[config.mk]
export PLATFORM = sky130hd
export DESIGN_NAME = rot_nibble_packer
export DESIGN_NICKNAME = d
export VERILOG_FILES = /design/src/rtl/rot_nibble_packer.sv
export SDC_FILE = /design/constraint.sdc
export NUM_CORES = 1
export LEC_CHECK = 0
export BUFFER_PORTS_ARGS = -buffer_cell sky130_fd_sc_hd__buf_4
export CAP_MARGIN = 20
export CORE_MARGIN = 1
export CORE_UTILIZATION = 53
export CTS_CLUSTER_SIZE = 8
export DETAILED_ROUTE_END_ITERATION = 8
export GPL_ROUTABILITY_DRIVEN = 1
export PLACE_DENSITY = 0.85
export SLEW_MARGIN = 20
export SYNTH_ARGS = -nofsm -noshare
export SYNTH_HDL_FRONTEND = slang
export SYNTH_SLANG_ARGS = --single-unit
[constraint.sdc]
create_clock -name clk -period 2.8 [get_ports clk]
set_clock_uncertainty 0.15 [all_clocks]
set_input_delay 0.56 -clock clk [delete_from_list [all_inputs] [get_ports clk]]
set_output_delay 0.56 -clock clk [all_outputs]
set_load 0.05 [all_outputs]
[src/rtl/rot_nibble_packer.sv]
// Packs 4-bit rotator results into NIBBLES-wide words behind a
// 2-entry valid/ready output buffer, with flush of partial words.
//
// Ports:
//   clk, rst_n            clock, async active-low reset
//   in_valid, in, flush   upstream nibble + flush request
//   in_ready              can take a nibble/flush this cycle
//   out_valid, out        head word of the output buffer
//   out_cnt               valid nibbles in out (0 when empty)
//   out_ready             downstream takes the head word
module rot_nibble_packer #(
   parameter int NIBBLES = 4
) (
   input  logic                               clk,
   input  logic                               rst_n,
   input  logic                               in_valid,
   input  logic [3:0]                         in,
   input  logic                               flush,
   output logic                               in_ready,
   output logic                               out_valid,
   output logic [4*NIBBLES-1:0]               out,
   output logic [$clog2(NIBBLES+1)-1:0]       out_cnt,
   input  logic                               out_ready
);

   localparam int W  = 4 * NIBBLES;
   localparam int CW = $clog2(NIBBLES + 1);
   localparam int FW = $clog2(NIBBLES);

   logic [W-1:0]  r_acc;
   logic [FW-1:0] r_fill;
   logic [W-1:0]  r_data [0:1];
   logic [CW-1:0] r_cnt  [0:1];
   logic          r_rd;
   logic          r_wr;
   logic [1:0]    r_num;

   logic          w_acc_ok;
   logic          w_flush_ok;
   logic          w_full;
   logic          w_push;
   logic          w_pop;
   logic [W-1:0]  w_acc_nxt;
   logic [CW-1:0] w_fill_inc;
   logic [CW-1:0] w_push_cnt;

   // Depends on registers only, so no path from out_ready.
   assign in_ready   = (r_num != 2'd2);
   assign w_acc_ok   = in_valid & in_ready;
   assign w_flush_ok = flush & in_ready;
   assign w_full     = w_acc_ok && (r_fill == FW'(NIBBLES - 1));
   assign w_fill_inc = CW'(r_fill) + CW'(w_acc_ok);
   assign w_push     = w_full || (w_flush_ok && (w_fill_inc != '0));
   assign w_push_cnt = w_full ? CW'(NIBBLES) : w_fill_inc;
   assign w_pop      = out_valid & out_ready;

   // Unused upper slots are already zero because the
   // accumulator clears on every push.
   always_comb begin
      w_acc_nxt = r_acc;
      for (int k = 0; k < NIBBLES; k++) begin
         if (w_acc_ok && (r_fill == FW'(k)))
            w_acc_nxt[4*k +: 4] = in;
      end
   end

   always_ff @(posedge clk or negedge rst_n) begin
      if (!rst_n) begin
         r_acc  <= '0;
         r_fill <= '0;
      end else if (w_push) begin
         r_acc  <= '0;
         r_fill <= '0;
      end else begin
         r_acc <= w_acc_nxt;
         if (w_acc_ok)
            r_fill <= r_fill + FW'(1);
      end
   end

   always_ff @(posedge clk or negedge rst_n) begin
      if (!rst_n) begin
         r_data[0] <= '0;
         r_data[1] <= '0;
         r_cnt[0]  <= '0;
         r_cnt[1]  <= '0;
         r_rd      <= 1'b0;
         r_wr      <= 1'b0;
         r_num     <= 2'd0;
      end else begin
         if (w_push) begin
            r_data[r_wr] <= w_acc_nxt;
            r_cnt[r_wr]  <= w_push_cnt;
            r_wr         <= ~r_wr;
         end
         if (w_pop)
            r_rd <= ~r_rd;
         r_num <= r_num + {1'b0, w_push} - {1'b0, w_pop};
      end
   end

   assign out_valid = (r_num != 2'd0);
   assign out       = out_valid ? r_data[r_rd] : '0;
   assign out_cnt   = out_valid ? r_cnt[r_rd] : '0;

endmodule

# Yosys cells after proc, flatten, opt, wreduce, memory -nomap -nowiden
# Cells that the tools add are included.
dict set report totals {
  regBits 60
  output_inout_bits 21
  word_cells 60
}
dict set report classes {
  add_sub_neg 4
  n_lt_le_gt_ge 3
  n_eq_ne 4
  mux 22
  n_bitwise 7
  reduce_logical 11
}
# operator count
set op_table {}
lappend op_table {{2-to-1 mux 16 bit} 6}
lappend op_table {{bitwise mux 32 bit} 1}
lappend op_table {{2-to-1 mux 3 bit} 6}
lappend op_table {{demux 16 bit (select 1 bit)} 1}
lappend op_table {{2-to-1 mux 4 bit} 4}
lappend op_table {{bitwise mux 6 bit} 1}
lappend op_table {{logical AND 1 bit} 6}
lappend op_table {{equality test 2 bit (second input constant)} 2}
lappend op_table {{>= comparator 2 bit (second input constant)} 2}
lappend op_table {{2-to-1 mux 2 bit} 2}
lappend op_table {{NOT 1 -> 2 bit} 2}
lappend op_table {{nonzero test 2 bit} 2}
lappend op_table {{adder 2 x 1 -> 3 bit} 1}
lappend op_table {{AND 1 bit} 3}
lappend op_table {{demux 3 bit (select 1 bit)} 1}
lappend op_table {{nonzero test 3 bit} 1}
lappend op_table {{adder 2 x 1 -> 2 bit} 1}
lappend op_table {{adder 2 x 1 -> 2 bit (second input constant)} 1}
lappend op_table {{equality test 2 x 1 -> 1 bit (second input constant)} 1}
lappend op_table {{zero test 2 bit} 1}
lappend op_table {{less-than comparator 2 x 1 -> 1 bit (second input constant)} 1}
lappend op_table {{inequality test 2 bit (second input constant)} 1}
lappend op_table {{NOT 1 bit} 2}
lappend op_table {{subtractor 2 x 1 -> 2 bit} 1}
lappend op_table {{logical OR 1 bit} 1}

# Longest topological paths before layout
dict set report logic_depth {
  ltp_word 8
  depth_mapped 15
}

# Worst setup path after synthesis
# Ideal clock, no wire load.
dict set report synth_path {
  path_kind {register to register}
  start {reg r_num[0]}
  end {reg r_num[1]}
  setup_ns 0.080
  arrival_ns 2.898
  setup_slack_ns -0.328
  path_stages_with_launch 16
  n_path_buf 2
  synth_period_minus_slack_ns 3.128
  path_cell_list {dfrtp_1 > nand2b_1 > buf_6 > nand2_1 > inv_1 > ha_1 > ha_1 > or3_4 > and3_1 > nor2_1 > buf_2 > ha_1 > inv_1 > ha_1 > xnor2_1 > xnor2_1}
}
dict set report synth_via {
  elab_chain_len 8
  word_cells_on_any_way 12
  cone_classes {add/sub: 3; eq/ne: 1; bitwise: 3; reduce/logical: 5}
}
# element line
set synth_rtl {}
lappend synth_rtl {{start: declaration} 36} ;# logic [1:0] r_num;
lappend synth_rtl {{start signal: assignment} 98} ;# r_num <= r_num + {1'b0, w_push} - {1'b0, w_pop};
lappend synth_rtl {{inequality test 2 bit (*)} 48} ;# assign in_ready = (r_num != 2'd2);
lappend synth_rtl {{named net in_ready} 19} ;# output logic in_ready,
lappend synth_rtl {{AND 1 bit} 49} ;# assign w_acc_ok = in_valid & in_ready;
lappend synth_rtl {{adder 2 x 1 -> 3 bit} 52} ;# assign w_fill_inc = CW'(r_fill) + CW'(w_acc_ok);
lappend synth_rtl {{nonzero test 3 bit} 53} ;# assign w_push = w_full || (w_flush_ok && (w_fill_inc != '0));
lappend synth_rtl {{logical AND 1 bit} 53}
lappend synth_rtl {{logical OR 1 bit (*)} 53}
lappend synth_rtl {{adder 2 x 1 -> 2 bit (*)} 98}
lappend synth_rtl {{subtractor 2 x 1 -> 2 bit (*)} 98}
# The timed path passes the listed nets; every way through them passes the cells marked *.
# A chain may end at the register's enable or synchronous reset.

# Final worst setup path
dict set report layout_path {
  start {reg r_num[0]}
  end {reg r_num[1]}
}
dict set report layout_via {
  elab_chain_len 8
  word_cells_on_any_way 12
  cone_classes {add/sub: 3; eq/ne: 1; bitwise: 3; reduce/logical: 5}
}
# element line
set layout_rtl {}
lappend layout_rtl {{inequality test 2 bit} 48}
lappend layout_rtl {{AND 1 bit} 49}
lappend layout_rtl {{adder 2 x 1 -> 3 bit} 52}
lappend layout_rtl {{nonzero test 3 bit} 53}
lappend layout_rtl {{logical AND 1 bit} 53}
lappend layout_rtl {{logical OR 1 bit} 53}
lappend layout_rtl {{adder 2 x 1 -> 2 bit} 98}
lappend layout_rtl {{subtractor 2 x 1 -> 2 bit (*)} 98}
# Every way passes the cells marked *; elsewhere a longest branch is shown, timed or not.

==> qor.yml <==
r2r_slack_ns: 0.15
syn_inst: 227
clk_latency_ns: 0.33
cts.sinks: 60
power.leakage_nw: 1.72
globalRouteMet2Util_pct: 32.9
ctsHoldBuffers: 0
setup_violations: 0
grt_start_max_net_pins: 61
period_share_pct: 94.7
core_area_mm2: 0.00520
fp.dieH_um: 76.2
dp_slack_ns: 0.00852
syn_area_mm2: 0.00292
initialDrtViolationCount: 139
die_w_um: 76.2
status: "finished clean"
worstHoldPathType: "input pin to async pin"
avgSynthCellArea_um2: 12.9
slew_headroom_pct: 51.1
initial_core_util_pct: 56.1
grt_use_met3_pct: 3.59
finalCriticalPeriod_ns: 2.65
antenna_found_initial: 0
dpl.hpwl_um: 3750
power.switching_mw: 1.99
start_kind: "flip-flop"
cts_buffers: 9
ys_seq_elements: 60
swShare_pct: 42.4
final_util_pct: 67.2
ir_drop_mv: 0.858
cp_top_family: "simple AND/OR/NAND/NOR gates"
intPower_mw: 2.71
fin_nets: 282
io_buffers: 29
crit_chain: "nand2b_4 -> nand2_4 -> inv_2 -> ha_4 -> ha_4 -> or3_4 -> and3_4 -> nor2_4 -> ha_4 -> inv_2 -> ha_4 -> xnor2_2 -> xnor2_1"
io_pins: 30
grt_remaining_overflow: 0
pwr-share-seq_pct: 29.8
diodes: 0
cts_root_buffer: "clkbuf_8"
routabilityCongestion: 0.781
ys_seq_area_share_pct: 51.5
crit_top_cell: "ha_4"
busiest_layer: "met2"
fp.dieArea_mm2: 0.00581
grt_pass1_vias: 1940
power_density_mw_per_mm2: 1340
cap_violations: 0
fp-row-count: 26
rsz0062_at_grt: "false"
clkPwrFrac_pct: 15.4
max_freq_ghz: 0.377
fin_ws_ns: 0.147
cp_max_fo: 5
worstMarginPinSlew_ns: 0.734
slowest_stage: "dfrtp_1"
drc: 0
ctsResizeCount: 0
drt_first_pass_iters: 4
p_comb_share_pct: 54.8
setup.worst_path.class: "flip-flop to flip-flop"
ant_nets: 0
syn-num-nets: 244
yosys_warnings: 0
via_per_inst: 5.45
startpoint: "r_num[0]$_DFF_PN0_"
finalHoldViolCount: 0
detail_route.wl_per_cell_um: 16.8
routed_wl_um: 5690
use_met1_pct: 31.1
critical_path.reg2reg.startpoint: "r_num[0]$_DFF_PN0_"
critical_path_buf_inv_count: 2
clk_path_buf_depth: 2
grt_use_total_pct: 21.9
via_count: 1846
htree_num_levels: 3
cts_tree: "done"
area_growth_pct: 19.9
drive_gt1_share_pct: 42.4
yosysUniqueCellTypes: 33
slew_violations: 0
cp_data_arrival_time_ns: 2.76
endpoint_kind: "flip-flop"
required_ns: 2.90
slowest_delay_ns: 0.42
path_clk_slew_ns: 0.06
grt_pass1_wl_um: 9690
[flip-flops by register name, indices dropped and copies added (netlist names)]
name    cells
r_acc      16
r_rd        1
r_cnt       6
r_data     32
r_wr        1
r_num       2
r_fill      2
[cells in the final DEF (no fill, tap or decap), types with 2 or more instances in the layout]
cell and n:
buf_4 38, a32o_1 2, a21oi_1 2, and2_2 8, mux2_2 24, and3_1 6, inv_2 2, nor2_1 23
dfrtp_1 60, o22a_1 12, mux2_4 12, and2_1 4, clkbuf_8 13, o2bb2ai_1 2, nor2b_1 2, inv_1 6
o32a_1 2, nand2_1 3, ha_1 4, ha_4 4, a21oi_4 2, mux2i_1 19
[final timing paths]
check	endpoint	cells after the start
max in group asynchronous	r_acc[15]$_DFF_PN0_	1
hold / removal	r_rd$_DFFE_PN0P_	1
setup reg to reg	r_num[1]$_DFF_PN0_	13
hold reg to reg	r_cnt[1]$_DFFE_PN0P_	1
setup / recovery	r_num[1]$_DFF_PN0_	13
min in group clk	r_cnt[1]$_DFFE_PN0P_	1
[per-stage QoR]
stage               TNS (ns)  cells  hold slack (ns)  instance area (um2)  power, mW
floorplan           -0.00258    227            0.114                 3020       3.38
global placement           0    322            0.325                 3280       3.88
detailed placement         0    322            0.335                 3280       3.97
CTS                        0    337            0.160                 3470       4.71
global route               0    339            0.217                 3500       4.99
finish                     0    339            0.144                 3500       4.70
[synthesized netlist by cell type]
library cell	number	area, um2
dfrtp_1	60	1500
mux2_2	24	270
nor2_1	24	90.1
mux2i_1	19	190
mux2_4	12	180
o22a_1	12	105
and2_2	8	60.1
ha_1	8	100
inv_1	8	30.0
and3_1	7	43.8
clkbuf_1	6	22.5
buf_6	5	56.3
and2_1	4	25.0
nand2_1	4	15.0
a21oi_1	2	10.0
a21oi_4	2	32.5
a32o_1	2	20.0
nor2b_1	2	12.5
o2bb2ai_1	2	17.5
o32a_1	2	20.0
xnor2_1	2	17.5
and3_2	1	7.51
buf_2	1	5.00
nand2b_1	1	6.26
nand3_2	1	10.0
nand3_4	1	17.5
nand4_1	1	6.26
nand4b_1	1	8.76
nor3_1	1	5.00
o21ai_0	1	5.00
or3_1	1	6.26
or3_4	1	11.3
xor2_1	1	8.76
[cell type report]
cell class	count	area, um2
fill	397	1710
sequential	60	1500
multi-input combinational	147	1390
timing repair buffer	39	305
clock buffer	14	183
tap	70	87.6
inverter	8	30.0
clock inverter	1	5.00
[power groups by stage]
stage | Sequential (mW) | Clock, mW | Combinational (mW)
finish | 1.40 | 0.723 | 2.58
global route | 1.44 | 0.777 | 2.77
CTS | 1.40 | 0.739 | 2.56
detailed placement | 1.42 | 0 | 2.55
global placement | 1.39 | 0 | 2.48
floorplan | 1.35 | 0 | 2.04
[what timing repair did]
| item | 4_1_cts | 5_1_grt |
|---|---|---|
| endpoints found under the hold margin | 0 | 0 |
| setup buffers | 0 | 2 |
| endpoints found under the setup margin | 0 | 3 |
[kinds of logic (layout without fill, tap and decap cells)]
logic type      after synthesis  count (layout)  synth area share (%)
buf+inv                      20              62                  3.90
simple gates                 58              58                  11.1
flops                        60              60                  51.5
mux                          55              55                  22.0
compound gates               23              23                  7.20
xor+xnor                      3               3                 0.901
fa+ha+maj                     8               8                  3.43
[routing by layer]
layer,vias up,share of wire (%)
li1,869,-
met1,922,48
met2,44,47
met3,11,3.5
met4,0,2.2
met5,-,0
Power figures use the tool's default switching activity.
